--- src/rtl/cpu_ctrl_pkg.sv ---
// cpu_ctrl_pkg: sequencer state type, opcode width and opcode constants shared by the control slice.
package cpu_ctrl_pkg;

    localparam int OPCODE_W = 6;

    typedef enum logic [2:0] {
        S_IDLE,
        S_FETCH,
        S_DECODE,
        S_EXEC,
        S_MEM,
        S_WB
    } seq_state_t;

    localparam logic [OPCODE_W-1:0] OP_LOAD   = 6'b010001;
    localparam logic [OPCODE_W-1:0] OP_STORE  = 6'b010000;
    localparam logic [OPCODE_W-1:0] OP_BRANCH = 6'b100000;
    localparam logic [OPCODE_W-1:0] OP_HALT   = 6'b111111;

    function automatic logic is_mem_op(input logic [OPCODE_W-1:0] op);
        return (op == OP_LOAD) || (op == OP_STORE);
    endfunction

endpackage

--- src/rtl/multicycle_sequencer_if.sv ---
// multicycle_sequencer_if: sequencer control/handshake bundle; master = sequencer, slave = datapath and memory.
interface multicycle_sequencer_if #(
    parameter int OPCODE_W = cpu_ctrl_pkg::OPCODE_W
);
    logic                start;
    logic [OPCODE_W-1:0] opcode;
    logic                mem_ack;
    logic                mem_req;
    logic                mem_we;
    logic                ir_load;
    logic                pc_en;
    logic                alu_en;
    logic                branch;
    logic                reg_we;
    logic                busy;
    logic                error;

    modport master (
        input  start, opcode, mem_ack,
        output mem_req, mem_we, ir_load, pc_en, alu_en, branch, reg_we, busy, error
    );

    modport slave (
        output start, opcode, mem_ack,
        input  mem_req, mem_we, ir_load, pc_en, alu_en, branch, reg_we, busy, error
    );

endinterface

--- src/rtl/mem_wait_timer.sv ---
// mem_wait_timer: memory wait counter with terminal count, saturating at LIMIT.
// Compiled only when SEQ_TIMEOUT_EN is defined.
`ifdef SEQ_TIMEOUT_EN
module mem_wait_timer #(
    parameter int LIMIT = 15
) (
    input  logic clk,
    input  logic reset,
    input  logic i_clr,
    input  logic i_inc,
    output logic o_tc
);
    localparam int CNT_W = $clog2(LIMIT + 1);

    logic [CNT_W-1:0] r_cnt;

    assign o_tc = (r_cnt == CNT_W'(LIMIT));

    always_ff @(posedge clk or posedge reset) begin
        if (reset)
            r_cnt <= '0;
        else if (i_clr)
            r_cnt <= '0;
        else if (i_inc && !o_tc)
            r_cnt <= r_cnt + 1'b1;
    end

endmodule
`endif

--- src/rtl/multicycle_sequencer.sv ---
// multicycle_sequencer: fetch/decode/exec/mem/wb control FSM owning the shared memory handshake.
// Memory timeout with a sticky error flag is built only when SEQ_TIMEOUT_EN is defined.
module multicycle_sequencer #(
    parameter int OPCODE_W    = cpu_ctrl_pkg::OPCODE_W,
    parameter int TIMEOUT_CYC = 15
) (
    input  logic                  clk,
    input  logic                  reset,
    multicycle_sequencer_if.master bus
);
    import cpu_ctrl_pkg::*;

    seq_state_t          r_state;
    seq_state_t          w_next;
    logic [OPCODE_W-1:0] r_op;
    logic                w_wait;
    logic                w_timeout;
    logic                w_error;

    assign w_wait = (r_state == S_FETCH) || (r_state == S_MEM);

`ifdef SEQ_TIMEOUT_EN
    logic w_tc;
    logic r_error;

    // Counter is held clear outside FETCH/MEM and on the ack edge, so it is zero on every entry.
    mem_wait_timer #(.LIMIT(TIMEOUT_CYC)) u_timer (
        .clk  (clk),
        .reset(reset),
        .i_clr(!w_wait || bus.mem_ack),
        .i_inc(w_wait && !bus.mem_ack),
        .o_tc (w_tc)
    );

    assign w_timeout = w_wait && w_tc && !bus.mem_ack;
    assign w_error   = r_error;

    always_ff @(posedge clk or posedge reset) begin
        if (reset)
            r_error <= 1'b0;
        else if (w_timeout)
            r_error <= 1'b1;
    end
`else
    logic w_unused_limit;

    assign w_unused_limit = |TIMEOUT_CYC;
    assign w_timeout      = 1'b0;
    assign w_error        = 1'b0;
`endif

    always_ff @(posedge clk or posedge reset) begin
        if (reset) begin
            r_state <= S_IDLE;
            r_op    <= '0;
        end else begin
            r_state <= w_next;
            if (r_state == S_DECODE)
                r_op <= bus.opcode;
        end
    end

    always_comb begin
        w_next = r_state;
        case (r_state)
            S_IDLE:   w_next = (bus.start && !w_error) ? S_FETCH : S_IDLE;
            S_FETCH:  w_next = bus.mem_ack ? S_DECODE : (w_timeout ? S_IDLE : S_FETCH);
            S_DECODE: w_next = (bus.opcode == OP_HALT) ? S_IDLE : S_EXEC;
            S_EXEC:   w_next = (r_op == OP_BRANCH) ? S_FETCH : (is_mem_op(r_op) ? S_MEM : S_WB);
            S_MEM:    w_next = bus.mem_ack ? ((r_op == OP_STORE) ? S_FETCH : S_WB)
                                           : (w_timeout ? S_IDLE : S_MEM);
            S_WB:     w_next = S_FETCH;
            default:  w_next = S_IDLE;
        endcase
    end

    assign bus.mem_req = w_wait;
    assign bus.mem_we  = (r_state == S_MEM) && (r_op == OP_STORE);
    assign bus.ir_load = (r_state == S_FETCH) && bus.mem_ack;
    assign bus.pc_en   = (r_state == S_DECODE);
    assign bus.alu_en  = (r_state == S_EXEC) && (r_op != OP_BRANCH);
    assign bus.branch  = (r_state == S_EXEC) && (r_op == OP_BRANCH);
    assign bus.reg_we  = (r_state == S_WB);
    assign bus.busy    = (r_state != S_IDLE);
    assign bus.error   = w_error;

endmodule
--- src/flat_wrapper.sv ---
// flat-port wrapper written by rule: the top's interface ports become plain ports
module multicycle_sequencer_flat import cpu_ctrl_pkg::*;
#(
    parameter int OPCODE_W    = cpu_ctrl_pkg::OPCODE_W,
    parameter int TIMEOUT_CYC = 15
)
  (clk, reset, bus_start, bus_opcode, bus_mem_ack, bus_mem_req, bus_mem_we, bus_ir_load, bus_pc_en, bus_alu_en, bus_branch, bus_reg_we, bus_busy, bus_error);
  multicycle_sequencer_if #(.OPCODE_W(OPCODE_W)) bus_i ();
  input  logic clk;
  input  logic reset;
  input wire logic [$bits(bus_i.start)-1:0] bus_start;
  input wire logic [$bits(bus_i.opcode)-1:0] bus_opcode;
  input wire logic [$bits(bus_i.mem_ack)-1:0] bus_mem_ack;
  output wire logic [$bits(bus_i.mem_req)-1:0] bus_mem_req;
  output wire logic [$bits(bus_i.mem_we)-1:0] bus_mem_we;
  output wire logic [$bits(bus_i.ir_load)-1:0] bus_ir_load;
  output wire logic [$bits(bus_i.pc_en)-1:0] bus_pc_en;
  output wire logic [$bits(bus_i.alu_en)-1:0] bus_alu_en;
  output wire logic [$bits(bus_i.branch)-1:0] bus_branch;
  output wire logic [$bits(bus_i.reg_we)-1:0] bus_reg_we;
  output wire logic [$bits(bus_i.busy)-1:0] bus_busy;
  output wire logic [$bits(bus_i.error)-1:0] bus_error;
  assign bus_i.start = bus_start;
  assign bus_i.opcode = bus_opcode;
  assign bus_i.mem_ack = bus_mem_ack;
  assign bus_mem_req = bus_i.mem_req;
  assign bus_mem_we = bus_i.mem_we;
  assign bus_ir_load = bus_i.ir_load;
  assign bus_pc_en = bus_i.pc_en;
  assign bus_alu_en = bus_i.alu_en;
  assign bus_branch = bus_i.branch;
  assign bus_reg_we = bus_i.reg_we;
  assign bus_busy = bus_i.busy;
  assign bus_error = bus_i.error;
  multicycle_sequencer #(.OPCODE_W(OPCODE_W), .TIMEOUT_CYC(TIMEOUT_CYC)) u_core (.clk(clk), .reset(reset), .bus(bus_i));
endmodule
--- config.mk ---
export PLATFORM = sky130hd
export DESIGN_NAME = multicycle_sequencer_flat
export DESIGN_NICKNAME = d
export VERILOG_FILES = /design/src/rtl/cpu_ctrl_pkg.sv /design/src/rtl/multicycle_sequencer_if.sv /design/src/rtl/mem_wait_timer.sv /design/src/rtl/multicycle_sequencer.sv /design/src/flat_wrapper.sv
export SDC_FILE = /design/constraint.sdc
export NUM_CORES = 1
export LEC_CHECK = 0
export BUFFER_PORTS_ARGS = -buffer_cell sky130_fd_sc_hd__buf_2
export CAP_MARGIN = 20
export CELL_PAD_IN_SITES_DETAIL_PLACEMENT = 1
export CELL_PAD_IN_SITES_GLOBAL_PLACEMENT = 1
export CORE_AREA = 2 2 43 45
export CTS_CLUSTER_DIAMETER = 60
export DETAILED_ROUTE_END_ITERATION = 8
export DIE_AREA = 0 0 45 47
export MAX_ROUTING_LAYER = met4
export PLACE_DENSITY_LB_ADDON = 0.1
export SLEW_MARGIN = 20
export SYNTH_ARGS = -nofsm -noshare
export SYNTH_HDL_FRONTEND = slang
export SYNTH_SLANG_ARGS = --single-unit
export TNS_END_PERCENT = 5
--- constraint.sdc ---
create_clock -name clk -period 1.7 [get_ports clk]
set_input_delay 0.255 -clock clk [delete_from_list [all_inputs] [get_ports clk]]
set_output_delay 0.255 -clock clk [all_outputs]
set_load 0.02 [all_outputs]
==> results.sh <==
export IMPL_worstSetupPathType="register to output port"
export IMPL_finalCritPeriodShare_pct=103
export IMPL_end_kind="output port"
export IMPL_first_iter_violations=0
export IMPL_hold_viol_final=0
export IMPL_min_delay_start="bus_opcode[0]"
export IMPL_crit_arrival_ps=1500
export IMPL_ys_warn_count=0
export IMPL_syn_cell_area_sq_um=509
export IMPL_core_area_sq_um=1650
export IMPL_synth_edf_count=0
export IMPL_grt_max_degree=10
export IMPL_drt_pass1_iterations=1
export IMPL_detail_route_antenna_nets=0
export IMPL_rsz0062_at_grt="yes"
export IMPL_vdd_drop_max_mv=0.741
export IMPL_fp_dieArea_sq_um=2120
export IMPL_routedWlPerCell_microns=12.4
export IMPL_pwr_share_comb_pct=48.3
export IMPL_die_h_microns=47
export IMPL_clock_sinks=9
export IMPL_p_sw_share_pct=40.5
export IMPL_status="finished, violations left"
export IMPL_ys_ff_latch=9
export IMPL_cts_buffers=3
export IMPL_dp_final_hpwl_microns=884
export IMPL_yosys_area_top_type="dfrtp_1"
export IMPL_drc_errors=0
export IMPL_finClkSkew_ps=1.12
export IMPL_diodes=0
export IMPL_overflow=0
export IMPL_yosys_top_cells_area="dfrtp_1 44%, mux2_2 13%, and3_1 3.7%, nor2_1 3.7%, nor2b_1 3.7%"
export IMPL_vias=441
export IMPL_avgViaCountPerCell=4.85
export IMPL_setup_viol=1
export IMPL_path_clk_slew_ps=60
export IMPL_grt_usage_pct=13.3
export IMPL_htree_levels=1
export IMPL_place_ws_ps=123
export IMPL_place_area_sq_um=613
export IMPL_required_ps=1440
export IMPL_path_max_fanout=3
export IMPL_stdcell_area_sq_um=699
export IMPL_ff2ff_path_depth=2
export IMPL_cp_start_kind="register"
export IMPL_chipWidth_microns=45
export IMPL_ys_async_sr_fraction_pct=100
export IMPL_cts_tree="done"
export IMPL_tns_ps=-53.6
export IMPL_fill_cells=209
export IMPL_ys_seq_area_share_pct=44.2
export IMPL_clockBufferDepth=2
export IMPL_synth_most_common_cell="dfrtp_1"
export IMPL_wl_mm=1.13
export IMPL_max_freq_mhz=570
export IMPL_initial_core_util_pct=30.8
export IMPL_hold_path_class="input pin to register"
export IMPL_layout_min_cycle_time_ps=1750
export IMPL_drive_gt1_share_pct=51.4
export IMPL_r2r_end="u_core.r_op[4]$_DFFE_PP0P_"
export IMPL_fin_ws_ps=-53.6
export IMPL_grt_pass1_wl_mm=1.98
export IMPL_port_buffers=17
export IMPL_seqPwrFrac_pct=38.2
export IMPL_regToRegSetupSlack_ps=270
export IMPL_failed_checks="setup timing"
export IMPL_holdPathStages=2
export IMPL_holdPathEnd="u_core.r_op[0]$_DFFE_PP0P_"
export IMPL_yosysTopAreaCellShare_pct=44.2
export IMPL_antenna_found_initial=0
export IMPL_synthFlopType="dfrtp_1"
export IMPL_place_congestion=0.644
export IMPL_p_int_mw=0.741
export IMPL_p_leak_nw=0.334
export IMPL_rows=15
export IMPL_area_growth_syn_to_layout_pct=37.3
export IMPL_drv_cap=0
export IMPL_reg2reg_from="u_core.r_state[2]$_DFF_PP0_"
export IMPL_clock_root_buffer="clkbuf_4"
export IMPL_synth_nets=61
export IMPL_nets=85
export IMPL_slew_violations=0
export IMPL_synthCells=51
export IMPL_power_frac_clock_pct=13.4
export IMPL_synth_common_cells="9 x dfrtp_1, 6 x mux2_2, 5 x nor2_1"
export IMPL_p_per_area_nw_per_um2=1780
export IMPL_grt_pass1_vias=454
export IMPL_ys_types=23
export IMPL_net_switching_power_mw=0.504
export IMPL_io_pins=19
export IMPL_clkLatencyLatePin_ps=260
export IMPL_avgSynthCellArea_sq_um=9.99
export IMPL_crit_start="u_core.r_op[1]$_DFFE_PP0P_"
## power groups by stage
stage | clock network (mW) | logic, mW | registers [mW]
final | 0.167 | 0.602 | 0.476
after CTS | 0.177 | 0.594 | 0.452
after global routing | 0.182 | 0.668 | 0.498
after global placement | 0 | 0.558 | 0.448
after floorplan | 0 | 0.472 | 0.376
after detailed placement | 0 | 0.557 | 0.451
## metal layers
metal	up-vias	global-route usage, %	part of all wire [%]
met2	13	21.4	48
met3	0	1.15	5.4
met5	-	-	0
met1	203	17.3	47
li1	225	-	-
met4	0	5.29	0
## registers in the layout, summed over array words and instances (netlist names)
| register | cells |
|---|---|
| u_core.r_op | 6 |
| u_core.r_state | 3 |
## worst max-delay path by stage
stage / end / slack [ps]
2_1_floorplan: u_core.r_op[0]$_DFFE_PP0P_ / 250
3_3_place_gp: bus_branch / 140
3_5_place_dp: bus_branch / 120
4_1_cts: bus_branch / -80
5_1_grt: bus_branch / -130
6_report: bus_branch / -50
## metrics by stage
| stage | utilization, % | cells | power [mW] | hold slack [ps] |
|---|---|---|---|---|
| after floorplan | - | 51 | 0.848 | 82.9 |
| after global placement | 37.1 | 84 | 1.01 | 239 |
| final | 42.3 | 91 | 1.24 | 242 |
| after detailed placement | 37.1 | 84 | 1.01 | 241 |
| after CTS | 41.1 | 91 | 1.22 | 230 |
| after global routing | 42.3 | 91 | 1.35 | 247 |
## layout by cell type (no fill, tap or decap), types with 3 or more instances in the layout
| master | count |
|---|---|
| nand2_1 | 4 |
| mux2_2 | 6 |
| nor2_1 | 5 |
| buf_4 | 7 |
| and3_1 | 3 |
| clkbuf_4 | 3 |
| buf_2 | 13 |
| dfrtp_1 | 7 |
## layout make-up
type / instances / area (sq um) / area share [%]
sequential: 9 / 228 / 32.6
inverter: 2 / 7.51 / 1.07
timing repair buffer: 22 / 139 / 19.9
clock buffer: 4 / 26.3 / 3.76
tap: 17 / 21.3 / 3.04
multi-input combinational: 37 / 278 / 39.7
## critical path, stage by stage, from the launching register on
cell and delay (ps):
dfrtp_1 420, nor4_4 300, and3b_2 230, and3_2 180
buf_6 110
## logic make-up (layout without fill, tap and decap cells)
| logic type | Yosys count | after routing | synth area share (%) |
|---|---|---|---|
| and+or+nand+nor | 24 | 24 | 28.0 |
| DFF | 9 | 9 | 44.2 |
| muxes | 6 | 6 | 13.3 |
| AOI/OAI and AO/OA | 5 | 5 | 7.12 |
| buffers and inverters | 5 | 28 | 4.92 |
| other | 1 | 1 | 0.736 |
| xor gates and xnor gates | 1 | 1 | 1.72 |
## what timing repair did
action,CTS,global route
pin swaps,3,1
hold buffers,1,0
buffers inserted,2,0
endpoints found under the setup margin,4,5
gates resized for setup,4,7
endpoints found under the hold margin,9,0
(Power assumes the default switching activity.)
